### src/rtl/trace_request_queue.sv
`default_nettype none
// +----------------------------------------------------------------------------+
// | Module      : trace_request_queue                                          |
// | Description : Timestamped request queue between the trace-file front end  |
// |               and the DDR5 command scheduler. Parsed trace entries are    |
// |               buffered in a circular FIFO and each one is released only   |
// |               once the free-running CPU-cycle counter has reached its     |
// |               timestamp. The released head entry's physical address is    |
// |               presented decoded into channel/bank group/bank/row/column.  |
// |                                                                            |
// | Ports       : clk_i, rst_ni        clock, async active-low reset          |
// |               in_*_i / in_ready_o  valid/ready entry input stream         |
// |               ff_en_i              fast-forward idle time to head stamp   |
// |               out_*_o / out_ready_i valid/ready decoded head output       |
// |               count_o              queue occupancy                        |
// |               cpu_time_o           CPU-cycle counter                      |
// |               order_err_o          sticky: out-of-order timestamp dropped |
// |               opn_err_o            sticky: illegal opcode dropped         |
// |                                                                            |
// | Revision    : 1.0 - initial release                                       |
// +----------------------------------------------------------------------------+
module trace_request_queue #(
  parameter int DEPTH      = 16,
  parameter int TIME_WIDTH = 64,
  parameter int CORE_WIDTH = 4
) (
  input  logic                      clk_i,
  input  logic                      rst_ni,
  // entry input stream
  input  logic                      in_valid_i,
  output logic                      in_ready_o,
  input  logic [TIME_WIDTH-1:0]     in_time_i,
  input  logic [CORE_WIDTH-1:0]     in_core_i,
  input  logic [1:0]                in_opn_i,
  input  logic [33:0]               in_addr_i,
  input  logic                      ff_en_i,
  // released head entry
  output logic                      out_valid_o,
  input  logic                      out_ready_i,
  output logic [TIME_WIDTH-1:0]     out_time_o,
  output logic [CORE_WIDTH-1:0]     out_core_o,
  output logic [1:0]                out_opn_o,
  output logic [15:0]               out_row_o,
  output logic [9:0]                out_col_o,
  output logic [1:0]                out_bank_o,
  output logic [2:0]                out_bg_o,
  output logic                      out_chan_o,
  // status
  output logic [$clog2(DEPTH):0]    count_o,
  output logic [TIME_WIDTH-1:0]     cpu_time_o,
  output logic                      order_err_o,
  output logic                      opn_err_o
);

  localparam int c_PTR_W  = $clog2(DEPTH);
  localparam int c_CNT_W  = c_PTR_W + 1;
  // addr[1:0] is never needed downstream, so only addr[33:2] is stored
  localparam int c_ADDR_W = 32;
  localparam int c_ENT_W  = TIME_WIDTH + CORE_WIDTH + 2 + c_ADDR_W;

  localparam logic [c_CNT_W-1:0]    c_FULL     = c_CNT_W'(DEPTH);
  localparam logic [c_PTR_W-1:0]    c_LAST_IDX = c_PTR_W'(DEPTH - 1);
  localparam logic [TIME_WIDTH-1:0] c_TIME_MAX = '1;
  localparam logic [1:0]            c_OPN_ILL  = 2'd3;

  // --------------------------------------------------------------------------
  // State
  // --------------------------------------------------------------------------
  logic [c_ENT_W-1:0]    mem_q [DEPTH];
  logic [c_PTR_W-1:0]    head_q, head_d;
  logic [c_PTR_W-1:0]    tail_q, tail_d;
  logic [c_CNT_W-1:0]    count_q, count_d;
  logic [TIME_WIDTH-1:0] cpu_time_q, cpu_time_d;
  logic [TIME_WIDTH-1:0] last_time_q, last_time_d;
  logic                  order_err_q, order_err_d;
  logic                  opn_err_q, opn_err_d;
  // copy of the most recently displayed head so outputs hold once drained
  logic [c_ENT_W-1:0]    hold_q, hold_d;

  // --------------------------------------------------------------------------
  // Combinational view of the head and handshakes
  // --------------------------------------------------------------------------
  logic                  w_not_empty;
  logic [c_ENT_W-1:0]    w_head_ent;
  logic [TIME_WIDTH-1:0] w_head_time;
  logic [c_ENT_W-1:0]    w_disp_ent;
  logic [c_ENT_W-1:0]    w_in_ent;
  logic                  w_push_hs;
  logic                  w_bad_opn;
  logic                  w_bad_order;
  logic                  w_store;
  logic                  w_pop;
  logic                  w_out_valid;
  logic [c_ADDR_W-1:0]   w_disp_addr;
  logic                  w_unused_addr;

  assign w_not_empty = (count_q != '0);
  assign w_head_ent  = mem_q[head_q];
  assign w_head_time = w_head_ent[c_ENT_W-1 -: TIME_WIDTH];
  assign w_in_ent    = {in_time_i, in_core_i, in_opn_i, in_addr_i[33:2]};
  assign w_unused_addr = ^in_addr_i[1:0];

  assign in_ready_o  = (count_q != c_FULL);
  assign w_push_hs   = in_valid_i && in_ready_o;
  assign w_bad_opn   = (in_opn_i == c_OPN_ILL);
  assign w_bad_order = (in_time_i < last_time_q);
  // bad entries still complete the handshake but never reach storage
  assign w_store     = w_push_hs && !w_bad_opn && !w_bad_order;

  assign w_out_valid = w_not_empty && (w_head_time <= cpu_time_q);
  assign w_pop       = w_out_valid && out_ready_i;

  // --------------------------------------------------------------------------
  // Next-state logic
  // --------------------------------------------------------------------------
  always_comb begin
    head_d      = head_q;
    tail_d      = tail_q;
    count_d     = count_q;
    cpu_time_d  = cpu_time_q;
    last_time_d = last_time_q;
    order_err_d = order_err_q;
    opn_err_d   = opn_err_q;
    hold_d      = hold_q;

    if (w_pop) begin
      head_d = (head_q == c_LAST_IDX) ? '0 : head_q + c_PTR_W'(1);
    end

    if (w_store) begin
      tail_d      = (tail_q == c_LAST_IDX) ? '0 : tail_q + c_PTR_W'(1);
      last_time_d = in_time_i;
    end

    case ({w_store, w_pop})
      2'b10:   count_d = count_q + c_CNT_W'(1);
      2'b01:   count_d = count_q - c_CNT_W'(1);
      default: count_d = count_q;
    endcase

    if (w_push_hs && w_bad_opn) begin
      opn_err_d = 1'b1;
    end
    if (w_push_hs && w_bad_order) begin
      order_err_d = 1'b1;
    end

    // fast-forward jumps over idle time straight to a future-dated head
    if (ff_en_i && w_not_empty && (w_head_time > cpu_time_q)) begin
      cpu_time_d = w_head_time;
    end else if (cpu_time_q != c_TIME_MAX) begin
      cpu_time_d = cpu_time_q + TIME_WIDTH'(1);
    end

    if (w_not_empty) begin
      hold_d = w_head_ent;
    end
  end

  // --------------------------------------------------------------------------
  // Registers
  // --------------------------------------------------------------------------
  always_ff @(posedge clk_i or negedge rst_ni) begin
    if (!rst_ni) begin
      head_q      <= '0;
      tail_q      <= '0;
      count_q     <= '0;
      cpu_time_q  <= '0;
      last_time_q <= '0;
      order_err_q <= 1'b0;
      opn_err_q   <= 1'b0;
      hold_q      <= '0;
    end else begin
      head_q      <= head_d;
      tail_q      <= tail_d;
      count_q     <= count_d;
      cpu_time_q  <= cpu_time_d;
      last_time_q <= last_time_d;
      order_err_q <= order_err_d;
      opn_err_q   <= opn_err_d;
      hold_q      <= hold_d;
    end
  end

  // Entry storage carries no reset; occupancy alone defines what is valid.
  always_ff @(posedge clk_i) begin
    if (w_store) begin
      mem_q[tail_q] <= w_in_ent;
    end
  end

  // --------------------------------------------------------------------------
  // Outputs and DDR5 address decode
  // --------------------------------------------------------------------------
  // The live head is shown while entries exist; otherwise the last shown
  // entry is held (zero straight out of reset).
  assign w_disp_ent  = w_not_empty ? w_head_ent : hold_q;
  assign w_disp_addr = w_disp_ent[c_ADDR_W-1:0];

  assign out_valid_o = w_out_valid;
  assign out_time_o  = w_disp_ent[c_ENT_W-1 -: TIME_WIDTH];
  assign out_core_o  = w_disp_ent[c_ADDR_W+2 +: CORE_WIDTH];
  assign out_opn_o   = w_disp_ent[c_ADDR_W +: 2];

  // stored bit k corresponds to physical address bit k+2
  assign out_row_o   = w_disp_addr[31:16];                    // addr[33:18]
  assign out_col_o   = {w_disp_addr[15:10], w_disp_addr[3:0]}; // {addr[17:12], addr[5:2]}
  assign out_bank_o  = w_disp_addr[9:8];                      // addr[11:10]
  assign out_bg_o    = w_disp_addr[7:5];                      // addr[9:7]
  assign out_chan_o  = w_disp_addr[4];                        // addr[6]

  assign count_o     = count_q;
  assign cpu_time_o  = cpu_time_q;
  assign order_err_o = order_err_q;
  assign opn_err_o   = opn_err_q;

endmodule
`default_nettype wire

### config.mk
export PLATFORM = sky130hd
export DESIGN_NAME = trace_request_queue
export DESIGN_NICKNAME = d
export VERILOG_FILES = /design/src/rtl/trace_request_queue.sv
export SDC_FILE = /design/constraint.sdc
export NUM_CORES = 2
export LEC_CHECK = 0
export ABC_AREA = 1
export CAP_MARGIN = 20
export CORE_ASPECT_RATIO = 1.25
export CORE_UTILIZATION = 53
export CTS_CLUSTER_SIZE = 40
export DETAILED_ROUTE_END_ITERATION = 12
export HOLD_SLACK_MARGIN = 0.03
export PLACE_DENSITY = 0.77
export SLEW_MARGIN = 40
export SYNTH_ARGS = -nofsm -noshare
export SYNTH_HDL_FRONTEND = slang
export SYNTH_SLANG_ARGS = --single-unit
### constraint.sdc
create_clock -name clk_i -period 16.2 [get_ports clk_i]
set_clock_uncertainty 0.15 [all_clocks]
set_input_delay 3.24 -clock clk_i [delete_from_list [all_inputs] [get_ports clk_i]]
set_output_delay 3.24 -clock clk_i [all_outputs]
set_load 0.05 [all_outputs]
Word-level counts from Yosys, hierarchy flattened
Memories as Yosys holds them, arrays and structs flattened.
Cells that the tools add are included.
Widths: inputs -> output; s select.
- add/subtract/negate cells: 5
- multipliers: 0
- div/mod/pow operators: 0
- $lt $le $gt $ge: 3
- eq/ne operators: 7
- shifts and indexed selects: 0
- mux-type cells: 8
- bitwise operators: 0
- reductions and logical operators: 14
- operators with widths (operator ; number):
    $mux 64 ; 2
    $mux 102 ; 1
    $add 64x1->64 const B ; 1
    $gt 64x64->1 ; 1
    $le 64x64->1 ; 1
    $lt 64x64->1 ; 1
    $ne 64x64->1 const B ; 1
    $pmux 5 s2 ; 1
    $logic_and 1x1->1 ; 9
    $add 4x1->4 const B ; 2
    $eq 4x4->1 const B ; 2
    $mux 4 ; 2
    $add 5x1->5 const B ; 1
    $ne 5x5->1 const B ; 1
    $reduce_bool 5->1 ; 1
    $sub 5x1->5 const B ; 1
    $eq 2x2->1 const B ; 2
    $reduce_bool 2->1 ; 2
    $eq 2x1->1 const B ; 1
    $logic_not 1->1 ; 2
    $mux 1 ; 2
- flip-flop bits (word level): 245
- bits in latches: 0
- bits in writable memories: 1632
- ROM bits: 0
- input bits: 109
- output and inout port bits: 175
- logic and storage cells: 46
- memories: 1
- memory list (name ; depth ; width ; read ports ; clocked after memory_dff ; write ports ; RTL line ; RTL):
    mem_q ; 16 ; 102 ; 1 ; 0 ; 1 ; 69 ; logic [c_ENT_W-1:0] mem_q [DEPTH];

Logic depth before layout (Yosys ltp)
- word-level depth: 6
- depth in mapped cells: 37
- gate-level depth less buffers: 33

Worst setup path before layout
OpenSTA, ideal clock, no wires.
- path type: input port to flip-flop
- start: in in_time_i[22]
- end: mem mem_q[10][0] in the netlist's numbering (enable)
- library setup time: 0.563 ns
- arrival: 8.919 ns
- setup slack: 6.567 ns
- stages on the path: 13
- path buffers: 2
- cell sequence: ha_1 inv_1 nor3_1 a21oi_1 a21oi_1 nor2_1 nand2_1 nand2_1 nand2_1 nand2_1 buf_2 buf_2 nor2_1
- longest elaborated chain between the ends: 5
- ends and longest elaborated chain (item ; RTL line ; RTL):
    start: declaration ; 32 ; input logic [TIME_WIDTH-1:0] in_time_i,
    $lt 64x64->1 ; 106 ; assign w_bad_order = (in_time_i < last_time_q);
    $logic_not 1->1 ; 108 ; assign w_store = w_push_hs && !w_bad_opn && !w_bad_order;
    $logic_and 1x1->1 ; 108 ;
    $mux 1 ; 187 ; if (w_store) begin
    $mux 1 (implied by the code) ; 188 ; mem_q[tail_q] <= w_in_ent;
    end: declaration ; 69 ;
No other way between the ends.

Final worst setup path
- start: reg head_q[1]
- end: out out_valid_o
- longest elaborated chain between the ends: 3
- ends and longest elaborated chain (item ; RTL line ; RTL):
    start: declaration ; 70 ; logic [c_PTR_W-1:0] head_q, head_d;
    start signal: assignment ; 165 ; head_q <= '0;
    start signal: assignment ; 174 ; head_q <= head_d;
    $mem_v2 16x102 ; -- ;
    $le 64x64->1 ; 110 ; assign w_out_valid = w_not_empty && (w_head_time <= cpu_time_q);
    $logic_and 1x1->1 ; 110 ;
    end: declaration ; 38 ; output logic out_valid_o,
No other way between the ends.

==> impl_metrics.csv <==
group,metric,value,unit
worst_setup_path,r2r_end,"cpu_time_o[47]",
global_route,grt_max_degree,211,
worst_setup_path,critPathArrivalTime,7.87,ns
global_route,grt_first_pass_wirelength,326000,microns
pwr,powerDensity,200,mW/mm^2
timing,tns,0,ns
routing,final_antenna_net_count,0,
cts,clk_path_buf_depth,3,
cts,cts_setup_buffers,0,
worst_setup_path,r2r_cells,22,
timing,clock.fmax,88.8,MHz
worst_setup_path,critPathCapture,"out_valid_o",
cts,clk_pin_slew,0.06,ns
final_layout,drive_above_1_share,0.0631,
worst_setup_path,worstSetupEndpointType,"output port",
worst_setup_path,startpoint,"head_q[1]",
final_layout,final_nets,6768,
cts,htree_levels,4,
routing,vias,53831,
synthesis,yosys-top-cells-count,"edfxtp_1, nor2_1, o21ai_0",
cts,clock_latency,0.82,ns
routing,drc,0,
cts,cts_buffers,175,
worst_setup_path,path_max_fanout,126,
synthesis,synth-seq-area-share,0.711,
hold_path,min_path_cells,2,
worst_setup_path,reg2reg_from,"head_q[1]",
timing,report.final.slew_viol_count,0,
final_layout,area.growth.synth_to_final,13.7,%
global_route,track_usage,0.297,
synthesis,synth.distinct_cells,50,
worst_setup_path,start_kind,"flip-flop",
routing,vias_per_cell,6.27,
synthesis,syn_nets,6605,
worst_setup_path,critical_path_class,"reg2out",
synthesis,async_reset_ff_frac,0.131,
timing,finalCriticalPeriod,11.26,ns
synthesis,synth_area_per_cell,12.2,sq um
timing,setup_viol,0,
pwr,ir_drop,0.207,mV
synthesis,synth.most_common_cell,"edfxtp_1",
global_route,antenna_found_initial,25,
synthesis,yosys-top-cells-area,"edfxtp_1, dfrtp_1, o21ai_0",
placement,gp_congestion,0.960,
global_route,first_global_vias,52203,
timing,period_share,0.695,
routing,wl,221000,microns
cts,cts_resized,0,
die,die_x,344,microns
pwr,p_leak,30.7,nW
timing,hold_viol,0,
worst_setup_path,worstPathRequired,12.81,ns
routing,wl_per_cell,25.7,microns
hold_path,hold_class,"reg2reg",
die,die_area,0.148,sq mm
timing,max_slew_margin,0.408,
final_layout,fin_util,0.608,
die,core-area,0.145,sq mm
routing,dr.first_iter.drc_count,6207,
placement,post-dp-hpwl,124000,microns
synthesis,synth-edff-count,1632,
final_layout,num-fill-cells,10789,
timing,worst-slew-pin-transition,0.885,ns
worst_setup_path,regToRegSetupSlack,7.59,ns
die,row_count,156,
synthesis,ys.flop_type,"edfxtp_1",
synthesis,syn_area,0.0776,sq mm
global_route,grt_overflow_total,0,
cts,cts_hold_buf,0,
routing,dr.pass1.iters,6,
synthesis,syn_inst,6358,
synthesis,yosysTopAreaCell,"edfxtp_1",
synthesis,synth_seq_cells,1877,
placement,port_buffers,281,
synthesis,synth_top_area_share,0.632,
die,start_util,0.535,
timing,rsz0062_at_grt,"no",
status,outcome,"finished clean",
flow_run,maxCapViolations,0,
cts,cts_tree,"built",
die,io_pins,284,
cts,cts.sinks,1877,
die,die_h,430,microns
cts,cts_root_buf,"clkbuf_16",
synthesis,ys_warn_count,0,
[worst min path at each step]
stage / startpoint / end / slack [ns]
4_1_cts: last_time_q[27] / last_time_q[27] / 0.32
3_3_place_gp: last_time_q[0] / last_time_q[0] / 0.30
2_1_floorplan: last_time_q[0] / last_time_q[0] / 0.29
3_5_place_dp: last_time_q[31] / last_time_q[31] / 0.31
6_report: last_time_q[63] / last_time_q[63] / 0.32
5_1_grt: last_time_q[46] / last_time_q[46] / 0.34
[cells by family after synthesis]
| logic type | synth area share |
|---|---|
| adder cells (fa/ha/maj) | 0.0223 |
| buffers and inverters | 0.0328 |
| flip-flops | 0.711 |
| AO/OA/AOI/OAI | 0.107 |
| XOR/XNOR | 0.00756 |
| AND/OR/NAND/NOR | 0.120 |
[report_power, final]
group          internal [mW]  total [mW]  switching, mW
Combinational           2.07        7.43           5.35
Sequential              5.77        6.10          0.331
Clock                   2.35        4.12           1.77
[metrics by stage]
stage / cell area (sq um) / hold slack [ns] / power, mW / std cells / setup WS, ns
2_1_floorplan: 77600 / 0.286 / 10.9 / 6358 / 6.57
3_3_place_gp: 82000 / 0.300 / 13.2 / 8225 / 5.78
3_5_place_dp: 82200 / 0.308 / 13.5 / 8232 / 5.89
4_1_cts: 87900 / 0.323 / 17.5 / 8560 / 5.02
5_1_grt: 88200 / 0.342 / 18.5 / 8576 / 4.66
6_report: 88200 / 0.323 / 17.6 / 8581 / 4.94
[flip-flops by register name, summed over array words and instances (netlist names)]
signal	flops
mem_q	1632
tail_q	4
cpu_time_o	64
head_q	4
opn_err_o	1
order_err_o	1
count_o	5
hold_q	102
last_time_q	64
[cell type report]
| type | count | area [sq um] | share of cell area |
|---|---|---|---|
| multi-input combinational | 3877 | 20100 | 0.228 |
| inverter | 196 | 773 | 0.00876 |
| tap | 1896 | 2370 | 0.0269 |
| sequential | 1877 | 55100 | 0.625 |
| timing repair buffer | 394 | 4070 | 0.0462 |
| clock buffer | 257 | 4900 | 0.0556 |
| antenna | 13 | 32.5 | 0.000369 |
| clock inverter | 71 | 826 | 0.00936 |
[placed cells by master, fill, tap and decap left out, types with 17 or more instances in the layout]
cell	count
nor2_4	22
nor2_1	958
buf_6	25
nand3_1	283
nand2_1	779
clkinv_1	20
clkbuf_16	181
a21oi_1	98
inv_1	185
xor2_1	66
nand4_1	105
o221ai_1	160
dfrtp_1	242
o211ai_1	25
nor3_1	46
ha_1	137
a31oi_1	33
clkinv_2	17
clkbuf_1	65
edfxtp_1	1632
clkdlybuf4s50_1	280
buf_4	67
o22ai_1	248
o21ai_0	823
o21ai_1	27
[worst max-delay path, cell delays in order (launching register included)]
cell             delay, ns
dfrtp_4               0.78
clkinv_8              0.34
buf_16                0.44
buf_4                 0.81
buf_6                 0.65
o21ai_0               0.21
o221ai_1              0.21
nand3_1               0.11
nand3_1               0.51
ha_1                  0.23
nand2_1               0.07
nor3_1                0.25
nor2b_1               0.28
nand3b_1              0.19
clkinv_1              0.12
nand3_2               0.09
nand2_1               0.54
nand2_1               0.10
inv_1                 0.09
clkdlybuf4s50_1       0.79
[routing by layer]
layer / global-route usage / part of all wire
met1: 0.380 / 0.36
met2: 0.483 / 0.48
met3: 0.0570 / 0.10
met4: 0.150 / 0.049
met5: 0 / 0.00076
Note: power is estimated with default switching activity, not from simulation.
